$ cat config.mk
export PLATFORM = sky130hd
export DESIGN_NAME = bouncing_box_gen
export DESIGN_NICKNAME = d
export VERILOG_FILES = /design/src/rtl/vga_pkg.sv /design/src/rtl/edge_detect.sv /design/src/rtl/bouncing_box_gen.sv
export SDC_FILE = /design/constraint.sdc
export NUM_CORES = 1
export LEC_CHECK = 0
export CORE_MARGIN = 2
export CORE_UTILIZATION = 57
export CTS_CLUSTER_SIZE = 8
export DETAILED_ROUTE_END_ITERATION = 12
export PLACE_DENSITY = 0.81
export SETUP_SLACK_MARGIN = 0.3
export SYNTH_ARGS = -nofsm -noshare
export SYNTH_HDL_FRONTEND = slang
export SYNTH_HIERARCHICAL = 1
export SYNTH_SLANG_ARGS = --single-unit
$ cat constraint.sdc
create_clock -name clk_i -period 2.6 [get_ports clk_i]
set_input_delay 0.52 -clock clk_i [delete_from_list [all_inputs] [get_ports clk_i]]
set_output_delay 0.52 -clock clk_i [all_outputs]
set_load 0.05 [all_outputs]
$ cat src/rtl/vga_pkg.sv
// Shared VGA definitions: default screen geometry, RRRGGGBB field layout,
// named colours and the per-axis state types used by pixel sources.
package vga_pkg;

  localparam int unsigned DefScreenW = 640;
  localparam int unsigned DefScreenH = 480;

  // Coordinates are 10 bits; geometry math gets one extra bit of headroom.
  localparam int unsigned CoordW = 10;
  localparam int unsigned MathW  = 11;

  // RRRGGGBB field positions.
  localparam int unsigned RedMsb = 7;
  localparam int unsigned RedLsb = 5;
  localparam int unsigned GrnMsb = 4;
  localparam int unsigned GrnLsb = 2;
  localparam int unsigned BluMsb = 1;
  localparam int unsigned BluLsb = 0;

  function automatic logic [7:0] rgb(input logic [2:0] r, input logic [2:0] g,
                                     input logic [1:0] b);
    logic [7:0] c;
    c                = '0;
    c[RedMsb:RedLsb] = r;
    c[GrnMsb:GrnLsb] = g;
    c[BluMsb:BluLsb] = b;
    return c;
  endfunction

  localparam logic [7:0] ColorBlack = rgb(3'b000, 3'b000, 2'b00);
  localparam logic [7:0] ColorWhite = rgb(3'b111, 3'b111, 2'b11);
  localparam logic [7:0] ColorRed   = rgb(3'b111, 3'b000, 2'b00);
  localparam logic [7:0] ColorBlue  = rgb(3'b000, 3'b000, 2'b11);

  typedef enum logic {
    DirPos = 1'b0,
    DirNeg = 1'b1
  } dir_e;

  // Result of advancing one axis by one frame.
  typedef struct packed {
    logic [CoordW-1:0] pos;
    dir_e              dir;
    logic              flip;
  } axis_t;

endpackage

$ cat src/rtl/edge_detect.sv
// Registered falling-edge detector.
//   clk_i        : clock
//   rst_n        : asynchronous active-low reset
//   sig_i        : monitored level (e.g. hsync/vsync)
//   fall_o       : combinational fall indication (sig_q & ~sig_i)
//   fall_pulse_o : fall_o delayed one cycle, one-cycle pulse
module edge_detect (
  input  logic clk_i,
  input  logic rst_n,
  input  logic sig_i,
  output logic fall_o,
  output logic fall_pulse_o
);

  logic sig_q;
  logic pulse_q;

  // sig_q resets low so a level held high through reset is not seen as a fall.
  always_ff @(posedge clk_i or negedge rst_n) begin
    if (!rst_n) begin
      sig_q   <= 1'b0;
      pulse_q <= 1'b0;
    end else begin
      sig_q   <= sig_i;
      pulse_q <= fall_o;
    end
  end

  assign fall_o       = sig_q & ~sig_i;
  assign fall_pulse_o = pulse_q;

endmodule

$ cat src/rtl/bouncing_box_gen.sv
// Animated pixel source: a solid box bouncing off the screen edges over a
// background with a 1-pixel border. Position changes only on the vsync falling
// edge, so a frame never shows a half-moved box.
//   clk_i        : pixel clock
//   rst_n        : asynchronous active-low reset
//   enable_i     : 1 = animate, 0 = hold position
//   vsync_i      : driver vsync, active high
//   x_i, y_i     : current pixel coordinate
//   color_o      : RRRGGGBB colour for the previous cycle's (x,y)
//   frame_tick_o : one-cycle pulse per vsync falling edge
//   bounce_o     : one-cycle pulse on a frame where any direction flipped
module bouncing_box_gen
  import vga_pkg::*;
#(
  parameter int unsigned SCREEN_W     = DefScreenW,
  parameter int unsigned SCREEN_H     = DefScreenH,
  parameter int unsigned BOX_SIZE     = 32,
  parameter int unsigned STEP         = 2,
  parameter int unsigned INIT_X       = 0,
  parameter int unsigned INIT_Y       = 0,
  parameter logic [7:0]  BOX_COLOR    = ColorRed,
  parameter logic [7:0]  BORDER_COLOR = ColorWhite,
  parameter logic [7:0]  BG_COLOR     = ColorBlue
) (
  input  logic              clk_i,
  input  logic              rst_n,
  input  logic              enable_i,
  input  logic              vsync_i,
  input  logic [CoordW-1:0] x_i,
  input  logic [CoordW-1:0] y_i,
  output logic [7:0]        color_o,
  output logic              frame_tick_o,
  output logic              bounce_o
);

  localparam logic [MathW-1:0]  LimX  = MathW'(SCREEN_W - BOX_SIZE);
  localparam logic [MathW-1:0]  LimY  = MathW'(SCREEN_H - BOX_SIZE);
  localparam logic [MathW-1:0]  StepW = MathW'(STEP);
  localparam logic [MathW-1:0]  BoxW  = MathW'(BOX_SIZE);
  localparam logic [MathW-1:0]  LastX = MathW'(SCREEN_W - 1);
  localparam logic [MathW-1:0]  LastY = MathW'(SCREEN_H - 1);
  localparam logic [CoordW-1:0] InitX = CoordW'(INIT_X);
  localparam logic [CoordW-1:0] InitY = CoordW'(INIT_Y);

  // One frame of motion on one axis; edges clamp exactly onto 0 or lim.
  function automatic axis_t step_axis(input logic [CoordW-1:0] pos, input dir_e dir,
                                      input logic [MathW-1:0] lim,
                                      input logic [MathW-1:0] step);
    axis_t            r;
    logic [MathW-1:0] pos_w;
    logic [MathW-1:0] inc;
    logic [MathW-1:0] dec;
    pos_w  = {1'b0, pos};
    inc    = pos_w + step;
    dec    = pos_w - step;
    r.pos  = pos;
    r.dir  = dir;
    r.flip = 1'b0;
    if (dir == DirPos) begin
      if (inc >= lim) begin
        r.pos  = lim[CoordW-1:0];
        r.dir  = DirNeg;
        r.flip = 1'b1;
      end else begin
        r.pos = inc[CoordW-1:0];
      end
    end else begin
      if (pos_w <= step) begin
        r.pos  = '0;
        r.dir  = DirPos;
        r.flip = 1'b1;
      end else begin
        r.pos = dec[CoordW-1:0];
      end
    end
    return r;
  endfunction

  logic              vsync_fall;
  logic [CoordW-1:0] box_x_q, box_x_d;
  logic [CoordW-1:0] box_y_q, box_y_d;
  dir_e              dir_x_q, dir_x_d;
  dir_e              dir_y_q, dir_y_d;
  logic              bounce_q, bounce_d;
  logic [7:0]        color_q, color_d;
  axis_t             nxt_x, nxt_y;
  logic              upd;

  edge_detect u_vsync_edge (
    .clk_i        (clk_i),
    .rst_n        (rst_n),
    .sig_i        (vsync_i),
    .fall_o       (vsync_fall),
    .fall_pulse_o (frame_tick_o)
  );

  always_comb begin
    nxt_x    = step_axis(box_x_q, dir_x_q, LimX, StepW);
    nxt_y    = step_axis(box_y_q, dir_y_q, LimY, StepW);
    upd      = vsync_fall & enable_i;
    box_x_d  = box_x_q;
    box_y_d  = box_y_q;
    dir_x_d  = dir_x_q;
    dir_y_d  = dir_y_q;
    bounce_d = upd & (nxt_x.flip | nxt_y.flip);
    if (upd) begin
      box_x_d = nxt_x.pos;
      box_y_d = nxt_y.pos;
      dir_x_d = nxt_x.dir;
      dir_y_d = nxt_y.dir;
    end
  end

  logic [MathW-1:0] xw, yw, bx, by;
  logic             in_box, on_border;

  always_comb begin
    xw        = {1'b0, x_i};
    yw        = {1'b0, y_i};
    bx        = {1'b0, box_x_q};
    by        = {1'b0, box_y_q};
    in_box    = (xw >= bx) && (xw < bx + BoxW) && (yw >= by) && (yw < by + BoxW);
    on_border = (x_i == '0) || (xw == LastX) || (y_i == '0) || (yw == LastY);
    if (in_box) begin
      color_d = BOX_COLOR;
    end else if (on_border) begin
      color_d = BORDER_COLOR;
    end else begin
      color_d = BG_COLOR;
    end
  end

  always_ff @(posedge clk_i or negedge rst_n) begin
    if (!rst_n) begin
      box_x_q  <= InitX;
      box_y_q  <= InitY;
      dir_x_q  <= DirPos;
      dir_y_q  <= DirPos;
      bounce_q <= 1'b0;
      color_q  <= ColorBlack;
    end else begin
      box_x_q  <= box_x_d;
      box_y_q  <= box_y_d;
      dir_x_q  <= dir_x_d;
      dir_y_q  <= dir_y_d;
      bounce_q <= bounce_d;
      color_q  <= color_d;
    end
  end

  assign color_o  = color_q;
  assign bounce_o = bounce_q;

endmodule
==> reports/qor.csv, run 1 <==
stage,metric,value,unit
run_status,status,"finished, final reports clean",
route,final WL,7.86,mm
clocking,H-tree levels,1,
route,drt wl/cell,17.3,µm
final_layout,Post-Layout Inst Area,0.00341,mm²
timing,Finish-stage setup viols,0,
synth,register bit total from synthesis,26,
die,num rows,25,
route,uppermost layer routed,met4,
die,Top Ports,34,
global_routing,all-layer global routing usage,27.8,%
timing,"Hold Vio Cnt, Final",0,
worst_setup_path,CP Max Fanout,7,
synth,asr flop ratio synth,100,%
route,WL met3,722,µm
route,Detailed Routing Iterations Pass 1,7,
final_layout,diode count,0,
worst_setup_path,WP data required,2800,ps
timing,Least-Margin Pin Slew,532,ps
route,Vias/cell,6.54,
clocking,hold-fix buffers at CTS,0,
worst_setup_path,R2R depth,8,
synth,Yosys top cell by area,dfrtp_1,
synth,Syn Std Cell Area,0.00284,mm²
synth,post-synth net total,417,
synth,"EDFF count, synth",0,
timing,fin crit period,2260,ps
die,die footprint,0.00556,mm²
timing,Max Slew Vio Count,0,
pwr,Worst VDD drop,0.387,mV
final_layout,Final Core Density,71.7,%
global_routing,largest net degree at the start of global routing,27,
route,Iter 0 DRT Violations,259,
synth,count of cell types in the netlist,59,
clocking,Num CTS Buffers,3,
worst_setup_path,crit path DAT,2460,ps
die,Die Ht,74.6,µm
global_routing,initial antenna violation count,0,
synth,Mean Syn Cell Area,7.99,µm²
placed_design,port bufs,33,
clocking,clk sinks,26,
placed_design,placed instance count,442,
route,met2 wire len,3.61,mm
timing,skew final,9.84,ps
synth,Synth Flop Type,dfrtp_1,
placed_design,DP Wirelength,5.53,mm
worst_setup_path,Setup crit end,box_y_q[2],
final_layout,NumNets Final,450,
timing,unrepaired setup endpoints after global routing,true,
timing,Final Cycle Share,87.1,%
final_layout,fin cells,454,
timing,Max Clk Rate,0.442,GHz
clocking,CTS tree,built,
pwr,leak pwr,1.37,nW
synth,"Seq/Total Area, Yosys",22.9,%
worst_setup_path,startpoint class of the critical path,flip-flop,
clocking,clk buf depth,2,
global_routing,global-route wire length before repair,12.3,mm
synth,top cell type's share of synthesized area,22.9,%
timing,Slew HR,64.6,%
worst_setup_path,Worst Setup Path Type,reg -> reg,
placed_design,Placed Area,0.00320,mm²
timing,Hold Slack,507,ps
synth,Yosys Warn Count,6,
placed_design,Routability Congestion,0.929,
clocking,worst skew pair latency,290,ps
die,core area,0.00475,mm²
worst_setup_path,Setup crit start,box_y_q[2],
pwr,Cell Pwr Density,728,mW/mm²
synth,Cells after Synth,355,
clocking,"Clk pin slew, worst setup/hold paths",90,ps
clocking,clk root buf,clkbuf_8,
pwr,Total Power,2.48,mW
final_layout,area growth from synthesis to layout,20.2,%
die,Initial Util,59.7,%
worst_setup_path,Setup crit end kind,flip-flop,
final_layout,fraction of layout cells with a size suffix above 1,15.0,%
worst_setup_path,flop2flop setup slack,340,ps
synth,Synth area leaders,"dfrtp_1 (23%), ha_1 (17%), a21oi_1 (4.9%), o21ai_0 (4.2%), nand2_1 (3.8%)",
global_routing,vias in the first global route,2685,
final_layout,Fillers,362,
die,Die Wd,74.6,µm
hold_path,HP Class,reg -> reg,
worst_setup_path,RR Startpoint,box_y_q[2],
route,Residual DRC,0,
global_routing,GR Overflow Total,0,
route,via count,2968,
synth,most common cell in the netlist,ha_1,
synth,"top cells by count, synth","ha_1 (38), nand2_1 (29), a21oi_1 (28)",
worst_setup_path,reg-to-reg endpoint,box_y_q[2],
job,Max Cap Viol,0,
route,ANT nets after route,0,
route,M1 wire length,3.40,mm
-- worst max-delay path: stages (launching register included) --
cell	delay, ps
dfrtp_2	440
ha_1	270
nand3_2	160
a2111oi_2	400
o21bai_2	220
a31oi_1	140
buf_4	190
a211o_1	280
o21ai_0	80
-- cell usage in the layout, fill, tap and decap left out, drive strengths merged, types with 5 or more instances in the layout --
cell type,count
a31oi,6
nor4,7
xnor2,10
o21ai,25
ha,38
o221ai,6
a21oi,28
nor2,17
nand4,8
o211ai,5
inv,23
buf,21
nand3,16
nand2,29
clkdlybuf4s50,33
a2111oi,5
and2,6
dfrtp,26
nor3,16
-- kinds of logic (layout without fill, tap and decap cells) --
family / count (synthesis) / count (layout) / synth area share [%]
flops: 26 / 26 / 22.9
xor+xnor: 10 / 10 / 3.09
compound gates: 114 / 114 / 27.5
fa+ha+maj: 38 / 38 / 16.8
simple gates: 117 / 117 / 21.5
buf+inv: 50 / 82 / 8.29
-- layer usage --
metal  GRT usage, %  up-vias
met2           42.0      182
met4           9.72        0
met5              0        -
met1           40.8     1363
met3           3.66       20
li1               -     1403
-- final cells by class --
cell class | instances | area, µm² | share of cell area, %
inverters | 24 | 90.1 | 2.64
multi-input cells | 279 | 2030 | 59.6
repair buffers | 54 | 488 | 14.3
clock buffers | 4 | 55.1 | 1.61
flip-flops and latches | 26 | 661 | 19.4
well taps | 67 | 83.8 | 2.46
-- worst min-delay path by stage --
| stage | to | slack [ps] | from | depth (start not counted) |
|---|---|---|---|---|
| global route | u_vsync_edge/fall_pulse_o | 530 | u_vsync_edge/sig_q | 1 |
| CTS | u_vsync_edge/fall_pulse_o | 520 | u_vsync_edge/sig_q | 1 |
| floorplan | bounce_o | 220 | rst_n | 0 |
| finish | u_vsync_edge/fall_pulse_o | 510 | u_vsync_edge/sig_q | 1 |
| detailed placement | u_vsync_edge/fall_pulse_o | 490 | u_vsync_edge/sig_q | 1 |
| global placement | u_vsync_edge/fall_pulse_o | 480 | u_vsync_edge/sig_q | 1 |
-- sequential cells by signal, indices dropped and copies added (netlist names) --
| register | flops |
|---|---|
| box_y_q | 9 |
| dir_x_q | 1 |
| u_vsync_edge/sig_q | 1 |
| bounce_o | 1 |
| dir_y_q | 1 |
| box_x_q | 9 |
| u_vsync_edge/fall_pulse_o | 1 |
| color_o | 3 |
-- where the power goes --
| group | switching, mW | internal [mW] |
|---|---|---|
| combinational | 0.848 | 0.621 |
| sequential | 0.215 | 0.514 |
| clock | 0.147 | 0.136 |
| total | 1.21 | 1.27 |
-- metrics by stage --
| stage | setup TNS [ps] | setup slack, ps |
|---|---|---|
| 4_1_cts | 0 | 278 |
| 2_1_floorplan | 0 | 470 |
| 3_3_place_gp | -34.3 | -34.3 |
| 3_5_place_dp | -54.1 | -54.1 |
| 5_1_grt | 0 | 218 |
| 6_report | 0 | 336 |
-- what timing repair did --
item                                    4_1_cts  5_1_grt
buffers inserted                              0        8
hold endpoints to repair                      0        0
cloned                                        0        0
endpoints found under the setup margin        7       21
pin swaps                                     0        3
gates resized for setup                       5       27
(Power assumes the default switching activity.)
==> run 2: changes to the inputs <==
--- a/config.mk
+++ b/config.mk
@@ -5,6 +5,7 @@
 export SDC_FILE = /design/constraint.sdc
 export NUM_CORES = 1
 export LEC_CHECK = 0
+export ABC_CLOCK_PERIOD_IN_PS = 2600
 export CORE_MARGIN = 2
 export CORE_UTILIZATION = 57
 export CTS_CLUSTER_SIZE = 8
==> results of run 2 <==
Final layout, timing and power as in run 1 (identical DEF).
